--- config.mk ---
export PLATFORM = sky130hd
export DESIGN_NAME = packer_stream_scheduler
export DESIGN_NICKNAME = d
export VERILOG_FILES = /design/src/rtl/packer_stream_scheduler.sv
export SDC_FILE = /design/constraint.sdc
export NUM_CORES = 1
export LEC_CHECK = 0
export ABC_AREA = 1
export CAP_MARGIN = 20
export CORE_UTILIZATION = 46
export CTS_CLUSTER_SIZE = 30
export DETAILED_ROUTE_END_ITERATION = 8
export HOLD_SLACK_MARGIN = 0.15
export PLACE_DENSITY = 0.77
export SKIP_CTS_REPAIR_TIMING = 1
export SLEW_MARGIN = 20
export SYNTH_ARGS = -nofsm -noshare
export SYNTH_HDL_FRONTEND = slang
export SYNTH_SLANG_ARGS = --single-unit
--- constraint.sdc ---
create_clock -name clk -period 2.1 [get_ports clk]
set_clock_uncertainty 0.1 [all_clocks]
set_input_delay 0.42 -clock clk [delete_from_list [all_inputs] [get_ports clk]]
set_output_delay 0.42 -clock clk [all_outputs]
set_load 0.05 [all_outputs]
--- src/rtl/packer_stream_scheduler.sv ---
// packer_stream_scheduler: frame-level round-robin arbiter feeding one data_packer with a per-source confi table
// optional SCHED_FRAME_CNT_EN adds frame_cnt/frame_src outputs
module packer_stream_scheduler #(
    parameter int DATA_WIDTH = 8,
    parameter int N_SRC = 4,
    parameter int CONFI_WIDTH = 16,
    parameter logic [CONFI_WIDTH-1:0] CONFI_RESET = 16'h0410
) (
    input  logic                          clk,
    input  logic                          reset,
    input  logic                          cfg_we,
    input  logic [$clog2(N_SRC)-1:0]      cfg_addr,
    input  logic [CONFI_WIDTH-1:0]        cfg_wdata,
    input  logic [N_SRC*DATA_WIDTH-1:0]   s_axis_tdata,
    input  logic [N_SRC-1:0]              s_axis_tvalid,
    output logic [N_SRC-1:0]              s_axis_tready,
    input  logic [N_SRC-1:0]              s_axis_tlast,
    output logic [DATA_WIDTH-1:0]         m_axis_tdata,
    output logic                          m_axis_tvalid,
    input  logic                          m_axis_tready,
    output logic                          m_axis_tlast,
    output logic [CONFI_WIDTH-1:0]        confi,
    output logic [$clog2(N_SRC)-1:0]      grant,
    output logic                          busy
`ifdef SCHED_FRAME_CNT_EN
    ,
    output logic [15:0]                   frame_cnt,
    output logic [$clog2(N_SRC)-1:0]      frame_src
`endif
);
    localparam int AW = $clog2(N_SRC);
    typedef enum logic [1:0] {IDLE, CFG, XFER} state_t;
    state_t state;
    logic [AW-1:0] rr_ptr, pick;
    logic [CONFI_WIDTH-1:0] cfg_tab [2**AW];
    logic xfer, done;
    always_comb begin
        pick = rr_ptr;
        for (int k = N_SRC - 1; k >= 0; k--)
            if (s_axis_tvalid[(int'(rr_ptr) + k) % N_SRC]) pick = AW'((int'(rr_ptr) + k) % N_SRC);
    end
    assign xfer = state == XFER;
    assign m_axis_tdata = s_axis_tdata[grant*DATA_WIDTH +: DATA_WIDTH];
    assign m_axis_tvalid = xfer & s_axis_tvalid[grant];
    assign m_axis_tlast = xfer & s_axis_tlast[grant];
    assign s_axis_tready = (xfer && m_axis_tready) ? N_SRC'(1) << grant : '0;
    assign done = m_axis_tvalid & m_axis_tready & m_axis_tlast;
    always_ff @(posedge clk) begin
        if (reset) begin
            state <= IDLE;
            rr_ptr <= '0;
            grant <= '0;
            busy <= 1'b0;
            confi <= CONFI_RESET;
            for (int i = 0; i < 2**AW; i++) cfg_tab[i] <= CONFI_RESET;
        end else begin
            if (cfg_we) cfg_tab[cfg_addr] <= cfg_wdata;
            case (state)
                IDLE: if (|s_axis_tvalid) begin
                    grant <= pick;
                    busy <= 1'b1;
                    state <= CFG;
                end
                CFG: begin
                    confi <= cfg_tab[grant];
                    state <= XFER;
                end
                default: if (done) begin
                    rr_ptr <= (grant == AW'(N_SRC - 1)) ? '0 : grant + 1'b1;
                    busy <= 1'b0;
                    state <= IDLE;
                end
            endcase
        end
    end
`ifdef SCHED_FRAME_CNT_EN
    always_ff @(posedge clk) begin
        if (reset) begin
            frame_cnt <= '0;
            frame_src <= '0;
        end else if (done) begin
            frame_cnt <= frame_cnt + 1'b1;
            frame_src <= grant;
        end
    end
`endif
endmodule

Yosys cells after proc, flatten, opt, wreduce, memory -nomap -nowiden
Memory sizes are Yosys's and may differ from the RTL's. A register that Yosys moved wholly into a read port is not among the register bits.
Cells that the tools add are included.
{"block": "totals", "mem_count": 1, "ff_bits": 7, "ram_bits": 64, "input_bits": 62, "wordCells": 78}
{"name": "cfg_tab", "depth": 4, "width": 16, "read_ports": 1, "rd_ports_with_merged_regs": 1, "wr": 4, "line": "35", "source": "logic [CONFI_WIDTH-1:0] cfg_tab [2**AW];"}
{"block": "op_classes", "reduce_logical": 14, "muxes": 35, "order_cmp": 5, "n_bitwise": 9, "addsub": 4, "n_shift": 2, "n_eq_ne": 4}
{"operator": "32-bit by 6-bit indexed part select with 8-bit output", "count": 1}
{"operator": "1-bit 2-to-1 mux", "count": 17}
{"operator": "16-bit 2-to-1 mux", "count": 1}
{"operator": "2-bit 2-to-1 mux", "count": 8}
{"operator": "16-bit OR reduction", "count": 1}
{"operator": "1-bit binary-select mux with 2-bit select", "count": 6}
{"operator": "3-bit by 4-bit less-than comparator with 1-bit output, second input constant", "count": 3}
{"operator": "2-bit OR reduction", "count": 4}
{"operator": "2-bit by 3-bit less-than comparator with 1-bit output, second input constant", "count": 2}
{"operator": "2-bit AND reduction", "count": 3}
{"operator": "2-bit by 1-bit adder with 2-bit output, second input constant", "count": 2}
{"operator": "2-bit adder, second input constant", "count": 2}
{"operator": "1-bit bitwise AND", "count": 4}
{"operator": "2-bit == test, second input constant", "count": 2}
{"operator": "4-bit 2-to-1 mux", "count": 1}
{"operator": "2-bit case mux with 2 select lines", "count": 1}
{"operator": "4-bit OR reduction", "count": 1}
{"operator": "1-bit by 2-bit << shifter with 4-bit output, first input constant", "count": 1}
{"operator": "1-bit bitwise AND, first input constant", "count": 3}
{"operator": "3-bit AND reduction", "count": 1}
{"operator": "3-bit nonzero test", "count": 1}
{"operator": "2-bit by 1-bit == test with 1-bit output, second input constant", "count": 1}
{"operator": "2-bit zero test", "count": 1}
{"operator": "2-bit != test, second input constant", "count": 1}
{"operator": "other kinds (4)", "count": 5}

Logic depth before layout (Yosys ltp)
Gate-level depths: netlist of run 1.
{"block": "logic_depth", "depth_word": 10, "ltp_mapped": 12, "depth_no_buf": 11}

Worst setup path before layout of run 1
OpenSTA, ideal clock, no wires.
{"block": "synth_path", "path_type": "register -> output", "start": "register grant[0]", "end": "output port m_axis_tdata[5]", "slack_ns": -0.517, "n_path_buf": 3, "stages_incl_launch_ff": 6, "arrival_time_ns": 2.097, "path_cell_list": "dfxtp_1 -> buf_6 -> buf_4 -> buf_2 -> o21ai_0 -> o22ai_1"}
{"block": "synth_via", "elab_chain_cells": 1}
{"element": "start, declared", "line": "23", "source": "output logic [$clog2(N_SRC)-1:0] grant,"}
{"element": "start signal, assigned", "line": "60", "source": "grant <= pick;"}
{"element": "32-bit by 6-bit indexed part select with 8-bit output", "line": "43", "source": "assign m_axis_tdata = s_axis_tdata[grant*DATA_WIDTH +: DATA_WIDTH];"}
{"element": "end, declared", "line": "18", "source": "output logic [DATA_WIDTH-1:0] m_axis_tdata,"}
No other way between the ends.

Final worst setup path of run 1
{"block": "layout_path", "start": "register busy", "end": "output port busy"}
{"element": "start, declared", "line": "24", "source": "output logic busy"}
{"element": "start signal, assigned", "line": "53", "source": "busy <= 1'b0;"}
{"element": "start signal, assigned", "line": "61", "source": "busy <= 1'b1;"}
{"element": "start signal, assigned", "line": "70", "source": "busy <= 1'b0;"}
No word-level cell between the ends.

==> results of run 1 <==
## sequential cells by signal (all words and copies together), names as in the netlist
register	cells
cfg_tab	64
state	2
grant	2
rr_ptr	2
busy	1
confi	16
## power groups by stage
stage                     clock, µW  combinational (µW)  sequential [µW]
after global placement            0                1330             2100
after detailed placement          0                1360             2100
after global routing           1270                1480             2090
after floorplan                   0                 709             2260
after CTS                      1200                1370             2070
final                          1200                1380             2070
## stage by stage
step	setup slack, ps	area, µm²	util, %	hold slack, ps	total power [µW]
final	41.4	5750	65.0	394	4650
after CTS	-89.6	5720	64.6	390	4630
after global placement	47.7	5510	62.2	359	3430
after global routing	-9.98	5750	65.0	422	4840
after floorplan	-30.7	4330	-	384	2960
after detailed placement	43.7	5510	62.2	369	3460
## cells by family after synthesis
logic type | Yosys count | synth area share [%]
adders and majority gates | 4 | 1.18
buffers and inverters | 85 | 8.50
AOI/OAI and AO/OA | 109 | 14.5
DFF | 87 | 56.0
and+or+nand+nor | 210 | 19.8
## placed cells by master (no fill, tap or decap), types with 7 or more instances in the layout
master and count:
sky130_fd_sc_hd__nor2_1 128, sky130_fd_sc_hd__buf_4 28, sky130_fd_sc_hd__dfxtp_1 21, sky130_fd_sc_hd__nand2_1 48, sky130_fd_sc_hd__inv_1 48, sky130_fd_sc_hd__a21oi_1 13, sky130_fd_sc_hd__o21ai_0 43, sky130_fd_sc_hd__nor2_2 9
sky130_fd_sc_hd__o22ai_1 15, sky130_fd_sc_hd__nor3_1 14, sky130_fd_sc_hd__clkdlybuf4s50_1 75, sky130_fd_sc_hd__o21ai_1 23, sky130_fd_sc_hd__edfxtp_1 64, sky130_fd_sc_hd__clkbuf_8 12, sky130_fd_sc_hd__nand3_1 8, sky130_fd_sc_hd__buf_12 10
sky130_fd_sc_hd__o22ai_2 7
## how the worst min path moves through the flow
| stage | startpoint | to | slack (ps) | cells after the start |
|---|---|---|---|---|
| after detailed placement | confi[4] | confi[4] | 370 | 2 |
| final | confi[10] | confi[10] | 390 | 2 |
| after global placement | confi[4] | confi[4] | 360 | 2 |
| after global routing | confi[10] | confi[10] | 420 | 2 |
| after CTS | confi[4] | confi[4] | 390 | 2 |
| after floorplan | state[0] | state[1] | 380 | 2 |
## per-layer routing
metal	track usage [%]	vias up	routed length [µm]
li1	-	1842	-
met1	28.3	1727	4440
met2	40.8	167	5370
met3	4.72	16	904
met4	8.27	0	158
met5	0	-	0
## layout make-up
| type | count | area, µm² | area share [%] |
|---|---|---|---|
| well taps | 108 | 135 | 2.35 |
| flip-flops and latches | 87 | 2390 | 41.6 |
| inverters | 58 | 230 | 4.01 |
| clock inverters | 3 | 22.5 | 0.392 |
| clock buffers | 13 | 190 | 3.31 |
| repair buffers | 116 | 1200 | 20.8 |
| multi-input cells | 323 | 1580 | 27.6 |
==> flow_results.org, run 1 <==
** Outcome
- Status :: complete, but fails checks
- The final reports fail on design-rule violations.

** Worst setup path
- The worst register-to-register path ends at grant[0].
- Of all nets on the critical path, the largest fanout is 2.
- Crit-path leading delay family :: buffers and inverters
- Cell chain of the critical path :: clkdlybuf4s50_1
- Data on the critical path is required at its endpoint by 1580 ps.
- R2R depth :: 11
- Stages on the worst setup path :: 1
- The most critical setup path has its endpoint at busy.
- For this run, the slowest stage of the critical path takes slightly above 800 ps.
- Start of the worst register-to-register path :: rr_ptr[0]
- The setup check on the worst reg-to-reg path leaves a slack of between 500 and 600 ps.
- The setup path with the least slack is of type register to output port.
- The number of buffers and inverters on the critical path is 1.
- Launching element type of the critical path :: register
- Critical Path Start :: busy
- Signal arrival time at the worst endpoint :: 1540 ps
- CP Capture Type :: output port
- Max stage delay cell, worst path :: sky130_fd_sc_hd__clkdlybuf4s50_1

** Yosys
- Synthesized instance count :: a little under 500
- Register area share after synthesis :: a little under three fifths
- The commonest cells after synthesis are sky130_fd_sc_hd__nor2_1, sky130_fd_sc_hd__edfxtp_1, sky130_fd_sc_hd__inv_1, sky130_fd_sc_hd__nand2_1, sky130_fd_sc_hd__o21ai_0.
- sky130_fd_sc_hd__nor2_1 is the most common cell in the netlist.
- Each instance of the synthesized netlist takes up on average about 8.6 µm².
- Seq cells post-synth :: 87
- Of all flip-flops after synthesis, the portion carrying an async set or reset was 0%.
- Synth unique cells :: 29
- The Yosys step of the flow raised 0 warnings.
- For this run, the leading register cell type out of synthesis is sky130_fd_sc_hd__edfxtp_1.
- Cell types with the largest area share after synthesis :: sky130_fd_sc_hd__edfxtp_1, sky130_fd_sc_hd__nor2_1, sky130_fd_sc_hd__dfxtp_1
- Post-synth top area share :: a little under half
- sky130_fd_sc_hd__edfxtp_1 takes more of the synthesized area than any other cell.
- Number of enable-type register cells in the synthesized netlist :: 64
- Mapped Area :: roughly 4300 µm²
- Net count of the mapped netlist :: between 500 and 600

** Power and ir drop
- The clock network accounts for around 26% of the total power.
- VDD sags by at most between 0.4 and 0.5 mV.
- Combinational logic is responsible for about 30% of the overall power.
- The analysis attributes to cell leakage a power of about 0.0024 µW.
- Share of total power consumed by net switching :: 33.2%
- Flop pwr share :: 44.5%
- Net Switching :: around 1500 µW
- Total power density per cell area :: approximately 800 nW/µm²
- The internal power of the cells totals around 3100 µW.

** Detailed routing
- Post-DR vias/cell :: 5.30
- Dividing the detail-routed wire length by the instance count gives 15.4 µm.
- The detail route stage leaves a number of antenna-violating nets equal to 0.
- Across all layers, the routed design uses approximately 3,800 vias.
- The first detailed-routing pass ran for 6 iterations.
- Summed over all layers, the routed wires come to approximately 11 mm.
- After the first detailed-routing iteration, the DRC count stood at 287.
- DR DRC count :: 14

** Floorplanning
- Die outline height :: roughly 98 µm
- The floorplan step set the die width to just under 100 µm.
- The die covers about 9600 µm².
- The initialized floorplan defines 34 standard-cell rows.
- During I/O placement, the number of pins put on the boundary was between 90 and 100.
- After floorplanning, the core was sized to cover just under 9000 µm².
- Starting density of the core :: 48.1%

** Run
- Max-cap violations in this run came to 0.

** STA
- Final setup violation count :: 0
- Share of the cycle needed by the critical path after routing :: between 90 and 100%
- The smallest clock period supported by the final layout is computed as slightly above 2000 ps.
- Relative slew slack :: roughly two thirds
- RSZ-0062 raised after global routing :: yes
- Final hold vios :: 0
- At the pin with the least slew margin, the transition time is 528 ps.
- The max-slew violation count was 0.
- Setup TNS :: 0 ps
- Fmax achieved :: about 0.49 GHz

** Global route
- Via count of the first global-routing pass :: 3,585
- Global routing used between 20% and 30% of the available tracks.
- Entering global routing, the biggest net connects 33 pins.
- The initial antenna violation count is 0.
- Remaining global-route overflow :: 0
- Wire length of the first global-routing pass :: between 15 and 20 mm

** Cells and area
- Layout cells sized above 1 :: roughly 15%
- Number of diodes :: 0
- In the final design database the tool counted 661 nets.
- Area overhead of the layout relative to synthesis :: 35.2%
- Filler-free cell count of the finished design :: 708
- Filler instances :: between 700 and 800

** CTS
- In this run the deepest clock path goes through 2 buffers.
- Clock latency on the worst-skew pair :: between 300 and 400 ps
- Clock tree synthesis inserted a total of 9 buffers.
- Clock edge transition at the registers on the reported setup and hold paths :: 90 ps
- The root buffer cell chosen for the clock tree is sky130_fd_sc_hd__clkbuf_8.
- The clock drives just under 90 sinks.
- The H-tree was split into 3 levels.
- TritonCTS built the clock tree.

** Placement
- Input/output buffers :: 94
- In this run, placement finished with an instance count of 692.
- Post-detailed-placement half-perimeter wirelength :: between 7 and 8 mm
- Final weighted congestion in routability-driven placement :: approximately 0.83

** Min path
- The tightest min-delay check is of the register to register type.
Note: power is estimated with default switching activity, not from simulation.
==> inputs of run 2 (changes only) <==
--- a/config.mk
+++ b/config.mk
@@ -13,6 +13,7 @@
 export HOLD_SLACK_MARGIN = 0.15
 export PLACE_DENSITY = 0.77
 export SKIP_CTS_REPAIR_TIMING = 1
+export SKIP_LAST_GASP = 1
 export SLEW_MARGIN = 20
 export SYNTH_ARGS = -nofsm -noshare
 export SYNTH_HDL_FRONTEND = slang
==> flow_results.org, run 2 (synthesis results as in run 1) <==
** Outcome
- Status :: complete, but fails checks
- The final reports fail on design-rule violations.

** Worst setup path
- Critical Path Sink :: m_axis_tlast
- R2R depth :: 5
- Start of the worst register-to-register path :: grant[0]
- Setup CP Type :: register to output port
- Launching element type of the critical path :: register
- The critical path starts at grant[1].
- Internal reg-to-reg setup slack :: approximately 480 ps
- Among cell families on the critical path, the largest total delay comes from flip-flops.
- The worst register-to-register path ends at confi[10].
- Data required time of the worst path :: 1580 ps
- The number of buffers and inverters on the critical path is 2.
- The critical path runs through a total of 5 cells.
- On the worst path, the slowest cell contributes a delay of between 300 and 400 ps.
- Walking the worst path, the cells encountered are buf_12, nor2_2, o21ai_2, a21oi_4, buf_6.
- STA classifies the critical path endpoint as an output port.
- In this run the worst path has a maximum fanout of 24.
- On the critical path, the stage with the largest delay is an instance of sky130_fd_sc_hd__dfxtp_4.
- Signal arrival time at the worst endpoint :: ~1500 ps

** Detailed routing
- 1st-iter DRT viols :: 278
- DRT Wirelength :: between 10 and 15 mm
- DR WL/cell :: ~15 µm
- The detail route stage leaves a number of antenna-violating nets equal to 0.
- Post-DR vias/cell :: roughly 5.3
- DR DRC count :: 14
- Routed vias :: around 3,800
- Count of TritonRoute iterations in the first routing pass :: 7

** Cells and area
- Filler instances :: between 700 and 800
- Filler-free cell count of the finished design :: a little over 700
- 0 antenna diodes ended up in the layout.
- Highest-count cells in the layout ignoring fill and taps :: sky130_fd_sc_hd__nor2_1, sky130_fd_sc_hd__clkdlybuf4s50_1, sky130_fd_sc_hd__edfxtp_1, sky130_fd_sc_hd__inv_1, sky130_fd_sc_hd__nand2_1
- Leading cell type in the layout, fill and taps excluded :: sky130_fd_sc_hd__nor2_1
- For this run, the post-layout net count is roughly 660.
- Area overhead of the layout relative to synthesis :: 35.0%
- Flip-flop count of the largest register after layout :: between 60 and 70
- The largest registers in the layout are cfg_tab: 64 flops, confi: 16 flops.
- Layout cells sized above 1 :: around 15%
- Largest Register :: cfg_tab

** CTS
- Clock buffer count from CTS :: 9
- The root buffer cell chosen for the clock tree is sky130_fd_sc_hd__clkbuf_8.
- Clock latency on the worst-skew pair :: 360 ps
- Buffer levels on the longest clock path :: 2
- TritonCTS built the clock tree.
- In this run the number of H-tree levels came out at 3.
- The clock drives 87 sinks.
- Clock edge transition at the registers on the reported setup and hold paths :: about 90 ps

** STA
- Final hold vios :: 0
- Relative slew slack :: 64.7%
- Worst slew pin tran :: approximately 530 ps
- Fmax achieved :: ~0.49 GHz
- The worst path in the final design needs a cycle of between 2000 and 2500 ps, including I/O delays and setup.
- Setup TNS :: 0 ps
- After layout, the worst setup slack is 63.9 ps.
- The tightest hold path in the finished design has a slack of a little under 400 ps.
- The max-slew violation count was 0.
- Setup violations remaining at the end of the flow were counted as 0.
- Share of the cycle needed by the critical path after routing :: about 97%
- Setup repair after global routing could not meet its margin everywhere.

** Global route
- After global routing the overflow that remains totals 0.
- Via count of the first global-routing pass :: 3,585
- Tot GR Track Use :: between 20% and 30%
- Maximum number of pins on one net before global-route repair :: 33
- Wire length of the first global-routing pass :: about 17 mm
- Initial antenna violation count :: 0

** Placement
- Before CTS, the worst setup slack after placement is between 40 and 50 ps.
- The wire-length estimate of the detail-placed layout is approximately 7.3 mm.
- Final weighted congestion in routability-driven placement :: 0.831
- The count of buffers added on input and output ports is 94.
- Count of placed standard cells including taps :: just under 700

** Floorplanning
- Die outline height :: between 90 and 100 µm
- Once the floorplan was initialized, standard cells occupied approximately 48% of the core.
- The floorplan step set the die width to about 100 µm.
- Die area :: a little under 10,000 µm²
- The initialized floorplan defines 34 standard-cell rows.
- The floorplan step defined a core boundary enclosing 8850 µm².
- Pin placement for this block handled between 90 and 100 I/O pins.

** Power and ir drop
- Sequential cells account for around 45% of the total power.
- Net Switching :: around 1500 µW
- VDD sags by at most about 0.41 mV.
- Total power density per cell area :: between 800 and 900 nW/µm²
- Internal power :: between 3000 and 4000 µW
- Clock Power Share :: between 20% and 30%
- Combinational share of power :: 29.6%
- Pleak :: 0.00240 µW
- Share of total power consumed by net switching :: approximately a third

** Run
- Max-capacitance violation count :: 0

** Min path
- Worst min-delay path class :: register to register
- Source of the worst hold timing path :: confi[10]
run 2: cell type report:
type	instances	area, µm²	area share, %
Clock inverter	3	22.5	0.392
Timing Repair Buffer	116	1190	20.8
Multi-Input combinational cell	323	1580	27.6
Clock buffer	13	190	3.31
Tap cell	108	135	2.35
Inverter	58	228	3.97
Sequential cell	87	2390	41.6
run 2: per-stage QoR:
| stage | instance area [µm²] | util [%] | power [µW] |
|---|---|---|---|
| final | 5740 | 64.9 | 4640 |
| after global routing | 5740 | 64.9 | 4830 |
| after floorplan | 4330 | - | 2960 |
| after detailed placement | 5510 | 62.2 | 3460 |
| after global placement | 5510 | 62.2 | 3430 |
| after CTS | 5720 | 64.6 | 4630 |
run 2: worst reg2reg max path: stages (launching register included):
cell and delay (ps):
sky130_fd_sc_hd__dfxtp_4 390, sky130_fd_sc_hd__inv_4 200, sky130_fd_sc_hd__buf_4 360, sky130_fd_sc_hd__nand2_1 100, sky130_fd_sc_hd__a221o_1 360, sky130_fd_sc_hd__nand2_1 70
run 2: how the worst min path moves through the flow:
| stage | slack, ps | to | depth (start not counted) |
|---|---|---|---|
| global placement | 360 | confi[4] | 2 |
| floorplan | 380 | state[1] | 2 |
| detailed placement | 370 | confi[4] | 2 |
| CTS | 390 | confi[4] | 2 |
| global route | 420 | confi[10] | 2 |
| finish | 390 | confi[10] | 2 |
run 2: power by group through the flow:
stage	sequential [µW]	clock, µW	combinational (µW)
floorplan	2260	0	709
global placement	2100	0	1330
detailed placement	2100	0	1360
CTS	2070	1200	1370
global route	2090	1270	1470
finish	2070	1200	1370
run 2: routing by layer:
metal  global-route usage (%)  vias up  share of wire [%]
li1                         -     1840                  -
met1                     28.3     1712                 40
met2                     40.8      196                 49
met3                     4.72       18                9.2
met4                     8.27        0                1.6
met5                        0        -                  0
==> edit 1 (flow settings as in run 2) <==
Change the parameter `CONFI_WIDTH` from 16 to 12.
--- a/src/rtl/packer_stream_scheduler.sv
+++ b/src/rtl/packer_stream_scheduler.sv
@@ -3,7 +3,7 @@
 module packer_stream_scheduler #(
     parameter int DATA_WIDTH = 8,
     parameter int N_SRC = 4,
-    parameter int CONFI_WIDTH = 16,
+    parameter int CONFI_WIDTH = 12,
     parameter logic [CONFI_WIDTH-1:0] CONFI_RESET = 16'h0410
 ) (
     input  logic                          clk,
Ports: changed (resized cfg_wdata and confi); port bits go from 95 to 87. No check against the original RTL was run, so the function may have changed too.
==> edit 1 against run 2 <==
Cell area shrank 17%; routed wire length is 20% lower; sequential share of layout area shrank 3.2 points; synthesized area fell by 19%; count of clock-buffer cells in the layout increased by 2; sequential cell count shrank 20; first-iteration DRC count shrank 54%; power decreased by 19%; synthesized cell count down 17%; utilization rose by 0.64 points; worst setup slack improved by 0.021 ns; fmax increased by 1.0%; highest routed layer unchanged.
==> edit 1: results (changes against run 2) <==
- The fraction of final layout cells sized beyond drive strength 1 was 0.167 (+0.0156).
- The arrival time reported for the critical path endpoint is 1.50 ns (-0.02 ns).
* Top cells by area, synth: sky130_fd_sc_hd__edfxtp_1 (42%), sky130_fd_sc_hd__dfxtp_1 (11%), sky130_fd_sc_hd__nor2_1 (11%)
- Status: finished, final reports clean
- The via count of the first global-routing pass came to 2,975 (-17%).
* Count of input and output buffers: 86 (-8.5%)
- The cell count after placement was 597 (-14%).
* RePlAce Congestion: 0.822 (-1.0%)
- The synthesized cell area is 3450 µm² (-19%).
- Total wirelength of the detailed-routed design: 8720 µm (-20%)
* Biggest regs: cfg_tab (48), confi (12)
* Average cell area after synthesis: 8.36 µm² (-2.6%)
- The share of total power consumed by net switching was 0.329 (-0.00229).
* CTS clock-pin slew for the worst setup and hold paths: 0.07 ns (-0.02 ns)
- Overall via count from detail_route: 3,135 (-17%)
- The total global-route track usage was 0.231 (-0.000914).
* Largest net degree at the start of global routing: 27 (-18%)
* Global-route wire length before repair: 13,500 µm (-23%)
* Synthesized Nets: 475 (-15%)
* LEAKAGE: 1.99 nW (-17%)
- Final standard cell count with taps included and fillers excluded: 613 (-13%)
- The commonest cells after synthesis are sky130_fd_sc_hd__nor2_1 (99), sky130_fd_sc_hd__o21ai_0 (51), sky130_fd_sc_hd__nand2_1 (49).
* Final net count: 571 (-14%)
- Post-DP HPWL: 6180 µm (-15%)
- The number of DRC violations after detailed-routing iteration 0 is 129 (-54%).
- First-pass DRT Iterations: 4 (-3)
[edit 1: cell count changes in the layout (fill, tap and decap cells not counted), sizes merged, moves of 2 or more]
cell | before | now
clkinv | 4 | 1
nand2 | 49 | 51
dfxtp | 23 | 19
nor2 | 139 | 106
buf | 40 | 38
inv | 57 | 49
clkdlybuf4s50 | 75 | 70
nor3 | 14 | 10
edfxtp | 64 | 48
clkbuf | 13 | 15
o21ai | 67 | 56
o22ai | 23 | 19
[edit 1: area by class of cell]
cell class / instances / area, µm²
sequential: 67 / 1830
tap: 99 / 124
clock inverter: 1 / 5.00
clock buffer: 15 / 188
timing repair buffer: 108 / 1040
inverter: 49 / 194
multi-input combinational: 274 / 1370
fill: 595 / 2500
[edit 1: power groups by stage]
stage	Combinational, W	Clock [W]	Sequential [W]
after floorplan	0.000618	0	0.00174
after global placement	0.00113	0	0.00161
after detailed placement	0.00115	0	0.00162
after CTS	0.00115	0.00104	0.00159
after global routing	0.00125	0.00109	0.00160
final	0.00115	0.00102	0.00159
[edit 1: cells by family (layout without fill, tap and decap cells)]
group           Yosys count  after routing  share of synthesized area
simple gates            177            177                      0.212
buf+inv                  72            173                     0.0934
flops                    67             67                      0.527
fa+ha+maj                 4              4                     0.0145
compound gates           93             93                      0.153
[edit 1: worst paths after layout]
check,slack [ns],to,startpoint,cells after the start
worst min-delay path,0.37,confi[10],confi[10],2
worst max-delay path,0.08,m_axis_tdata[4],grant[0],4
worst min register to register,0.37,confi[10],confi[10],2
worst max register to register,0.51,confi[1],grant[0],6
[edit 1: worst max-delay path, stage by stage (launching register included)]
cell and delay (ns):
sky130_fd_sc_hd__dfxtp_4 0.45, sky130_fd_sc_hd__buf_6 0.19, sky130_fd_sc_hd__o21ai_0 0.12, sky130_fd_sc_hd__o22ai_2 0.18
sky130_fd_sc_hd__buf_4 0.22
[edit 1: routing by layer]
| metal | track usage | wire, µm | share of wire |
|---|---|---|---|
| met1 | 0.261 | 3500 | 0.40 |
| met2 | 0.410 | 4320 | 0.50 |
| met3 | 0.0485 | 760 | 0.087 |
| met4 | 0.120 | 144 | 0.017 |
| met5 | 0 | 0 | 0 |
[edit 1: stage by stage]
step	util	area, µm²	hold slack (ns)	worst slack [ns]
after detailed placement	0.627	4550	0.353	-0.0133
after CTS	0.653	4740	0.369	-0.0704
after global routing	0.655	4750	0.388	0.00956
final	0.655	4750	0.369	0.0849
after global placement	0.627	4550	0.348	0.0328
after floorplan	-	3520	0.357	0.0172
==> edit 2 (flow settings as in run 2) <==
Without the edit above. Add an input register stage for `cfg_wdata`, without a reset; this delays it by one clock. The other inputs are not delayed to match.
--- a/src/rtl/packer_stream_scheduler.sv
+++ b/src/rtl/packer_stream_scheduler.sv
@@ -30,6 +30,13 @@
 );
     localparam int AW = $clog2(N_SRC);
     typedef enum logic [1:0] {IDLE, CFG, XFER} state_t;
+
+    logic [CONFI_WIDTH-1:0] cfg_wdata_q;
+
+    always_ff @(posedge clk) begin
+        cfg_wdata_q <= cfg_wdata;
+    end
+
     state_t state;
     logic [AW-1:0] rr_ptr, pick;
     logic [CONFI_WIDTH-1:0] cfg_tab [2**AW];
@@ -54,7 +61,7 @@
             confi <= CONFI_RESET;
             for (int i = 0; i < 2**AW; i++) cfg_tab[i] <= CONFI_RESET;
         end else begin
-            if (cfg_we) cfg_tab[cfg_addr] <= cfg_wdata;
+            if (cfg_we) cfg_tab[cfg_addr] <= cfg_wdata_q;
             case (state)
                 IDLE: if (|s_axis_tvalid) begin
                     grant <= pick;
Formal check against the unedited RTL: not equivalent (Yosys sat finds a counterexample within 4 cycles, from zero or initial values and one cycle with reset high).
==> edit 2 against run 2 <==
The run ends with setup timing left; cell area is 9.0% higher; synthesized cell count rose by 3.0%; first-iteration DRC count increased by 5.0%; sequential share of layout area grew 1.7 points; power rose by 14%; sequential cell count grew 16; utilization is 0.28 points lower; worst setup slack worse by 0.073 ns; clock power up 12%; synthesized area is 7.6% higher; routed wire length increased by 1.6%; non-clock buffer count grew 9.
==> edit 2: results (changes against run 2) <==
* Status: complete, but fails checks
* Failing checks: setup timing
* LEAKAGE: 2.67 nW (+11%)
- Critical Path Start: s_axis_tvalid[2]
* Launch instance of the worst min-delay path: busy
- The number of enable flip-flop cells after synthesis came to 64 (unchanged).
* Last element of the critical path: m_axis_tvalid
- Setup-violating endpoint count in the final report: 1 (+1)
* Top cells by area, synth: sky130_fd_sc_hd__edfxtp_1 (42%), sky130_fd_sc_hd__dfxtp_1 (17%), sky130_fd_sc_hd__nor2_1 (10%)
- The startpoint identified for the worst register-to-register timing path is grant[0].
- Largest net degree at the start of global routing: 33 (unchanged)
- The via count of the first global-routing pass is 3,651 (+1.8%).
- Gr usage total: 0.217 (-0.0144)
- Maximum resistive drop on vdd: 0.523 mV (+29%)
- Biggest regs: cfg_tab (64), cfg_wdata_q (16), confi (16)
* Crit path setup slack, layout: -0.00906 ns (-0.0729 ns)
* Proportion of synthesized chip area in sequential cells: 0.591 (+0.0305)
- Buffer depth of the longest clock path: 2 (unchanged)
* Global-route wire length before repair: 16,900 µm (-3.4%)
* Total of fill cells in the finished design: 762 (+4.7%)
- Crit Reg-Reg Endpoint: rr_ptr[0]
- Hold/Removal Path Class: reg2reg
- The async set-or-reset flop fraction in the synthesized netlist was 0 (unchanged).
- Number of antenna violations at the first check in global routing: 0 (unchanged)
- The cell count after placement is 738 (+6.6%).
- The arrival time reported for the critical path endpoint is 1.59 ns (+0.07 ns).
- Count of input and output buffers: 94 (unchanged)
* Drt initial violations: 292 (+5.0%)
- The worst reg-to-reg path cell count is 8 (+3).
* First-pass DRT Iterations: 5 (-2)
- Clock network latency to the later pin of the worst-skew pair: between 0.3 and 0.4 ns
- Via density: 5.09 (-4.3%)
* Maximum cell stage delay along the critical path: 0.48 ns (+0.09 ns)
- The number of H-tree branching levels came to 3 (unchanged).
* Number of CTS-inserted buffers: 9 (unchanged)
- The cell family contributing the most delay on the critical path is buffers and inverters.
* CTS clock-pin slew for the worst setup and hold paths: 0.09 ns (about the same)
* Average wire per cell in the routed design: 14.5 µm (-5.1%)
- The final total negative setup slack came to -0.00906 ns (-0.00906 ns).
- In the synthesized netlist, the cells that appear most often are sky130_fd_sc_hd__nor2_1 (124), sky130_fd_sc_hd__edfxtp_1 (64), sky130_fd_sc_hd__o21ai_0 (54).
- Final slew viol count: 0 (unchanged)
- The non-filler instance count after layout came to 758 (+7.1%).
* RePlAce Congestion: 0.845 (+1.7%)
- The largest fanout on the critical path is 2 (-92%).
* Clock root buffer: sky130_fd_sc_hd__clkbuf_8
- The count of buffer and inverter cells on the critical path is 3 (+1).
- Count of unique library cells instantiated by Yosys: 27 (-6.9%)
- The worst slew margin relative to its limit is 0.643 (-0.00421).
- Final net count: 686 (+3.8%)
- The net count of the mapped netlist was 576 (+2.7%).
- Critical-path cell with the highest stage delay: sky130_fd_sc_hd__clkdlybuf4s50_1
* FF-to-FF setup slack: ~0.47 ns
- Post-DP HPWL: 7630 µm (+4.7%)
- The count of inserted antenna diode cells was 0 (unchanged).
* Average cell area after synthesis: 8.97 µm² (+4.4%)
* Fraction of final layout cells with drive strength greater than 1: 0.158 (+0.00673)
==> edit 2: changes by cell type after synthesis, moves of 3 or more <==
| cell | change |
|---|---|
| sky130_fd_sc_hd__dfxtp_1 | +16 |
| sky130_fd_sc_hd__o21ai_1 | -11 |
| sky130_fd_sc_hd__buf_4 | -4 |
| sky130_fd_sc_hd__buf_2 | +3 |
| sky130_fd_sc_hd__nand3_1 | +3 |
| sky130_fd_sc_hd__nand2_1 | +5 |
| sky130_fd_sc_hd__o21ai_0 | +9 |
| sky130_fd_sc_hd__buf_6 | +4 |
| sky130_fd_sc_hd__nor2_1 | -9 |
==> edit 2: metrics by stage <==
stage	power [W]	hold slack [ns]	instance area [µm²]	utilization	setup WS (ns)
global placement	0.00387	0.353	5930	0.612	0.0548
finish	0.00529	0.382	6260	0.646	-0.00906
global route	0.00553	0.370	6260	0.646	-0.0488
detailed placement	0.00391	0.370	5930	0.612	0.0154
CTS	0.00523	0.378	6150	0.635	-0.143
floorplan	0.00338	0.348	4720	-	0.0398
==> edit 2: logic make-up after synthesis <==
group,after synthesis,share of synthesized area
and+or+nand+nor,209,0.185
adders and majority gates,4,0.0109
AOI/OAI and AO/OA,108,0.129
buffers and inverters,86,0.0839
DFF,103,0.591
==> edit 2: report_power, final <==
group	switching [W]	total [W]	internal [W]	leakage [nW]
clock network	0.000639	0.00134	0.000702	0.104
registers	0.0000719	0.00235	0.00228	0.993
logic	0.000980	0.00159	0.000614	1.57
==> edit 2: tightest hold or removal path, cell delays in order, from the launching register on <==
cell,delay [ns]
sky130_fd_sc_hd__dfxtp_1,0.32
sky130_fd_sc_hd__nand2_1,0.06
sky130_fd_sc_hd__a21oi_1,0.06
==> edit 2: area by class of cell <==
class / count / area (µm²) / share of cell area
Tap cell: 133 / 166 / 0.0266
Multi-Input combinational cell: 321 / 1640 / 0.262
Sequential cell: 103 / 2710 / 0.433
Timing Repair Buffer: 125 / 1280 / 0.204
Clock inverter: 4 / 71.3 / 0.0114
Clock buffer: 12 / 145 / 0.0232
Timing Repair inverter: 1 / 8.76 / 0.00140
Inverter: 59 / 239 / 0.0382
==> edit 2: metal layers <==
| layer | global-route usage | share of wire |
|---|---|---|
| met1 | 0.237 | 0.38 |
| met2 | 0.397 | 0.53 |
| met3 | 0.0476 | 0.070 |
| met4 | 0.110 | 0.020 |
| met5 | 0 | 0 |
==> edit 2: worst min path at each step <==
stage	endpoint	cells past startpoint	slack, ns
floorplan	cfg_wdata_q[0]	0	0.35
global placement	busy	2	0.35
detailed placement	busy	2	0.37
CTS	cfg_wdata_q[9]	1	0.38
global route	cfg_wdata_q[11]	1	0.37
finish	busy	2	0.38
